## config.mk

```make
export PLATFORM = sky130hd
export DESIGN_NAME = rng_request_scheduler
export DESIGN_NICKNAME = d
export VERILOG_FILES = /design/src/rtl/rng_sched_pkg.sv /design/src/rtl/rr_arbiter.sv /design/src/rtl/rng_request_scheduler.sv
export SDC_FILE = /design/constraint.sdc
export NUM_CORES = 1
export LEC_CHECK = 0
export ABC_AREA = 1
export BUFFER_PORTS_ARGS = -buffer_cell sky130_fd_sc_hd__buf_2
export CORE_AREA = 2 2 155 157
export CTS_CLUSTER_DIAMETER = 200
export DETAILED_ROUTE_END_ITERATION = 7
export DIE_AREA = 0 0 157 159
export GPL_ROUTABILITY_DRIVEN = 0
export PLACE_DENSITY = 0.72
export SLEW_MARGIN = 25
export SYNTH_ARGS = -nofsm -noshare
export SYNTH_HDL_FRONTEND = slang
export SYNTH_HIERARCHICAL = 1
export SYNTH_SLANG_ARGS = --single-unit
export TNS_END_PERCENT = 100
```

## constraint.sdc

```tcl
create_clock -name clk -period 2 [get_ports clk]
set_input_delay 0 -clock clk [delete_from_list [all_inputs] [get_ports clk]]
set_output_delay 0 -clock clk [all_outputs]
set_load 0.005 [all_outputs]
```

## src/rtl/rng_sched_pkg.sv

```systemverilog
// Shared types and helpers for the xorshift request scheduler.
// Holds the FSM state encoding, word widths and the seed derivation rule.
package rng_sched_pkg;

    localparam int RNG_W   = 128;
    localparam int EPOCH_W = 32;

    typedef enum logic [1:0] {
        LOAD,
        WARM,
        READY
    } state_t;

    function automatic logic [RNG_W-1:0] eff_seed(
        input logic [RNG_W-1:0]   seed,
        input logic [EPOCH_W-1:0] epoch
    );
        logic [RNG_W-1:0] s;
        s = seed ^ {{(RNG_W-EPOCH_W){1'b0}}, epoch};
        // An all-zero state is a fixed point of xorshift, so it is never loaded.
        return (s == '0) ? {{(RNG_W-1){1'b0}}, 1'b1} : s;
    endfunction

endpackage

```

## src/rtl/rr_arbiter.sv

```systemverilog
// Combinational round-robin arbiter: picks the first set request at or
// after ptr, searching upward with wrap-around.
module rr_arbiter #(
    parameter  int NUM_REQ = 2,
    localparam int PTR_W   = (NUM_REQ > 1) ? $clog2(NUM_REQ) : 1
) (
    input  logic [NUM_REQ-1:0] req,
    input  logic [PTR_W-1:0]   ptr,
    output logic [NUM_REQ-1:0] winner,
    output logic               found
);

    logic [NUM_REQ-1:0] req_rot;
    logic [NUM_REQ-1:0] gnt_rot;

    // NOTE: every output of this block gets a default before the loop, so no
    // path leaves a signal unassigned and no latch is inferred.
    always_comb begin
        req_rot = NUM_REQ'({req, req} >> ptr);
        gnt_rot = '0;
        found   = 1'b0;
        for (int i = 0; i < NUM_REQ; i++) begin
            if (req_rot[i] && !found) begin
                gnt_rot[i] = 1'b1;
                found      = 1'b1;
            end
        end
        // Rotate the priority-encoded grant back into requester order.
        winner = NUM_REQ'(({gnt_rot, gnt_rot} << ptr) >> NUM_REQ);
    end

endmodule

```

## src/rtl/rng_request_scheduler.sv

```systemverilog
// Seeds and warms up an external xorshift core, then hands out one fresh
// 128-bit word per request with round-robin fairness and periodic reseeding.
module rng_request_scheduler
    import rng_sched_pkg::*;
#(
    parameter int              NUM_REQ         = 2,
    parameter logic [RNG_W-1:0] SEED           = 128'h0000_0000_0000_0000_0000_0000_0000_0001,
    parameter int              WARMUP_CYCLES   = 16,
    parameter int              RESEED_INTERVAL = 256
) (
    input  logic               clk,
    input  logic               reset,
    input  logic [NUM_REQ-1:0] req,
    output logic [NUM_REQ-1:0] gnt,
    output logic [RNG_W-1:0]   rnd_data,
    output logic               busy,
    output logic               rng_load,
    output logic [RNG_W-1:0]   rng_seed,
    output logic               rng_advance,
    input  logic [RNG_W-1:0]   rng_value
);

    localparam int PTR_W = (NUM_REQ > 1) ? $clog2(NUM_REQ) : 1;

    state_t             state;
    logic [7:0]         warm_cnt;
    logic [31:0]        grant_cnt;
    logic [EPOCH_W-1:0] epoch;
    logic [PTR_W-1:0]   rr_ptr;

    logic [NUM_REQ-1:0] winner;
    logic               found;
    logic [PTR_W-1:0]   win_idx;
    logic [PTR_W-1:0]   next_ptr;
    logic               reseed_due;

    rr_arbiter #(.NUM_REQ(NUM_REQ)) u_arb (
        .req    (req),
        .ptr    (rr_ptr),
        .winner (winner),
        .found  (found)
    );

    always_comb begin
        win_idx = '0;
        for (int i = 0; i < NUM_REQ; i++) begin
            if (winner[i]) win_idx = PTR_W'(i);
        end
        next_ptr   = (win_idx == PTR_W'(NUM_REQ - 1)) ? '0 : win_idx + 1'b1;
        reseed_due = (RESEED_INTERVAL != 0) &&
                     (grant_cnt + 32'd1 == 32'(RESEED_INTERVAL));
    end

    // Core controls are decoded straight from state so the core reacts on the
    // same edge that the FSM moves; a granted word is stepped past immediately.
    assign busy        = (state != READY);
    assign rng_load    = (state == LOAD);
    assign rng_seed    = eff_seed(SEED, epoch);
    assign rng_advance = (state == WARM) || ((state == READY) && found);

    // NOTE: all state here is sequential and uses non-blocking assignments, so
    // every right-hand side sees the pre-edge values regardless of statement order.
    always_ff @(posedge clk) begin
        if (reset) begin
            state     <= LOAD;
            gnt       <= '0;
            rnd_data  <= '0;
            warm_cnt  <= '0;
            grant_cnt <= '0;
            epoch     <= '0;
            rr_ptr    <= '0;
        end else begin
            gnt      <= '0;
            rnd_data <= '0;
            case (state)
                LOAD: begin
                    warm_cnt <= 8'(WARMUP_CYCLES);
                    state    <= WARM;
                end
                WARM: begin
                    warm_cnt <= warm_cnt - 8'd1;
                    if (warm_cnt == 8'd1) state <= READY;
                end
                READY: begin
                    if (found) begin
                        gnt      <= winner;
                        rnd_data <= rng_value;
                        rr_ptr   <= next_ptr;
                        if (reseed_due) begin
                            grant_cnt <= '0;
                            epoch     <= epoch + 1'b1;
                            state     <= LOAD;
                        end else begin
                            grant_cnt <= grant_cnt + 32'd1;
                        end
                    end
                end
                default: state <= LOAD;
            endcase
        end
    end

endmodule

```

==> impl_metrics.env <==
export IMPL_fin_ws_ps=-262.0
export IMPL_vias=9813
export IMPL_start_util=0.4095
export IMPL_cp_data_arrival_time_ps=2700
export IMPL_worstPathMaxFanout=6
export IMPL_dieArea_um2=24960
export IMPL_setup_tns_ps=-7506
export IMPL_avgSynthCellArea_um2=7.217
export IMPL_maxCapViolations=0
export IMPL_power_density_nw_per_um2=679.1
export IMPL_hold_class="primary input to flop"
export IMPL_synth_top_area_frac=0.4321
export IMPL_fin_skew_ps=11.10
export IMPL_grt_total_usage=0.2475
export IMPL_grt_pass1_wl_um=49940
export IMPL_die_h_um=159
export IMPL_yosysMostFrequentCell="nand2_1"
export IMPL_yosysTopAreaCell="dfxtp_1"
export IMPL_slew_headroom=0.6470
export IMPL_io_pins=393
export IMPL_violations="negative setup slack"
export IMPL_dp_final_hpwl_um=21000
export IMPL_synthArstFlopShare=0
export IMPL_clockPowerShare=0.497
export IMPL_seq_area_frac_synth=0.4321
export IMPL_synthTopCellsByCount="nand2_1 (249), nor2_1 (206), dfxtp_1 (205)"
export IMPL_syn_to_final_growth_pct=47.04
export IMPL_grt_overflow_total=0
export IMPL_cts_tree="yes"
export IMPL_whs_ps=242.7
export IMPL_drt_wl_total_um=31640
export IMPL_ctsLongestPathBuffers=3
export IMPL_ys_top_cells_by_area="dfxtp_1 (43%), nand2_1 (9.8%), nor2_1 (8.1%)"
export IMPL_fp_coreArea_um2=23190
export IMPL_syn_instance_count=1316
export IMPL_min_period_over_period=1.131
export IMPL_p_int_mw=7.366
export IMPL_fin_cells=2154
export IMPL_drive_gt1_frac=0.3002
export IMPL_leakage_nw=7.085
export IMPL_place_inst=1969
export IMPL_peakVddDrop_uv=784.2
export IMPL_grt_max_degree=69
export IMPL_rsz0062_at_grt="true"
export IMPL_synth_warnings=6
export IMPL_ys_ff_latch=205
export IMPL_port_buffers=296
export IMPL_antenna_found_initial=3
export IMPL_clkLatencyLatePin_ps=510
export IMPL_status="finished with violations"
export IMPL_syn_cell_area_um2=9498
export IMPL_first_iter_violations=518
export IMPL_synthDistinctLibCells=34
export IMPL_firstDrtPassIters=5
export IMPL_drc=0
export IMPL_max_freq_mhz=442.1
export IMPL_p_switching_mw=2.118
export IMPL_final_nets=1951
export IMPL_cp_start_kind="flop"
export IMPL_fin_util=0.6022
export IMPL_min_period_ps=2262
export IMPL_tightest_slew_ps=529.4
export IMPL_cts_buffers=24
export IMPL_synth_ff_type="dfxtp_1"
export IMPL_crit_type="flop to flop"
export IMPL_ant_nets=0
export IMPL_required_ps=2430
export IMPL_synth_enable_flop_cells=0
export IMPL_clockRootBuffer="clkbuf_16"
export IMPL_end_kind="flop"
export IMPL_setup_viol=36
export IMPL_h_tree_depth=1
export IMPL_cts_num_sinks=205
export IMPL_p_comb_frac=0.068
export IMPL_avgRoutedWirePerCell_um=14.69
export IMPL_clk_pin_slew_ps=60
export IMPL_via_per_inst=4.556
export IMPL_row_count=56
export IMPL_die_width_um=157
export IMPL_hold_viol_final=0
export IMPL_grt_pass1_vias=9996
export IMPL_slew_viol_final=0
export IMPL_p_sw_frac=0.2233
export IMPL_seqPwrFrac=0.435
[through the flow]
stage	setup WS, ps	instance area, um^2	power [mW]
floorplan	-23.28	9882	4.564
global placement	-188.4	11580	4.619
detailed placement	-259.8	11580	4.626
CTS	-242.7	13890	9.513
global route	-384.7	13970	9.789
finish	-262.0	13970	9.485
[cell type report]
class | instances | area [um^2]
fillers | 1989 | 9226
flip-flops and latches | 205 | 4131
well taps | 319 | 399.1
inverters | 199 | 748.2
clock inverters | 14 | 187.7
multi-input cells | 834 | 4023
clock buffers | 30 | 674.4
repair buffers | 550 | 3795
diodes | 3 | 7.507
[registers in the layout, indices dropped and copies added, names as in the netlist]
register	cells
rnd_data	128
gnt	2
epoch	32
state	2
grant_cnt	32
warm_cnt	8
rr_ptr	1
[worst paths after layout]
check                     start  depth (start not counted)            to  slack (ps)
hold reg to reg     warm_cnt[7]                          2   warm_cnt[7]         470
setup / recovery   grant_cnt[1]                         18  grant_cnt[8]        -260
hold / removal    rng_value[36]                          4  rnd_data[36]         240
setup reg to reg   grant_cnt[1]                         18  grant_cnt[8]        -260
[placed cells by master (no fill, tap or decap), drive strengths merged, types with 5 or more instances in the layout]
cell         netlist  layout
a21oi             69      69
nand3b             7       7
conb               1      96
clkinv             0       6
nor3              19      19
buf              108     418
dfxtp            205     205
nand2            261     261
ha                 5       5
o21ai             11      11
nand3             44      44
nor2             225     225
inv              199     199
xnor2             12      12
xor2              25      25
nor4              11      11
dlygate4sd3        0     132
clkbuf            65      30
nand4             41      41
[worst max-delay path, stage by stage, from the launching register on]
cell and delay (ps):
dfxtp_4 370, ha_4 160, nand2_4 60, nor2_4 140
nand2_4 110, nor2_4 180, buf_4 140, nand3_1 100
nand2_2 100, inv_2 30, nand2_2 70, nor2_4 40
nand2_4 80, nor2_8 50, buf_4 130, buf_6 110
nand2_2 70, nand3_1 80, a21oi_1 150
[power groups by stage]
stage	Combinational (mW)	Sequential [mW]	Clock (mW)
floorplan	0.343	4.22	0
global placement	0.398	4.22	0
detailed placement	0.403	4.22	0
CTS	0.618	4.13	4.77
global route	0.709	4.13	4.95
finish	0.644	4.13	4.71
[per-layer routing]
layer,up-vias,share of wire,GRT usage
li1,4804,-,-
met1,4493,0.38,0.2848
met2,422,0.50,0.4330
met3,94,0.080,0.06151
met4,0,0.040,0.1055
met5,-,0,0
[what timing repair did]
action                                  in CTS  in global routing
hold buffers                               132                  0
setup buffers                                6                  1
endpoints found under the setup margin      37                 49
hold endpoints to repair                   151                  0
resized for setup                           35                 22
pin swaps                                    8                  5
[cells by family (layout without fill, tap and decap cells)]
kind of cell               after synthesis  after routing  synth area share
xor gates and xnor gates                37             37           0.03412
and+or+nand+nor                        612            612            0.2861
AOI/OAI and AO/OA                       84             84           0.04519
DFF                                    205            205            0.4321
other                                    1             99         0.0003948
buffers and inverters                  372            793            0.1955
adders and majority gates                5              5          0.006587
Power figures use the tool's default switching activity.
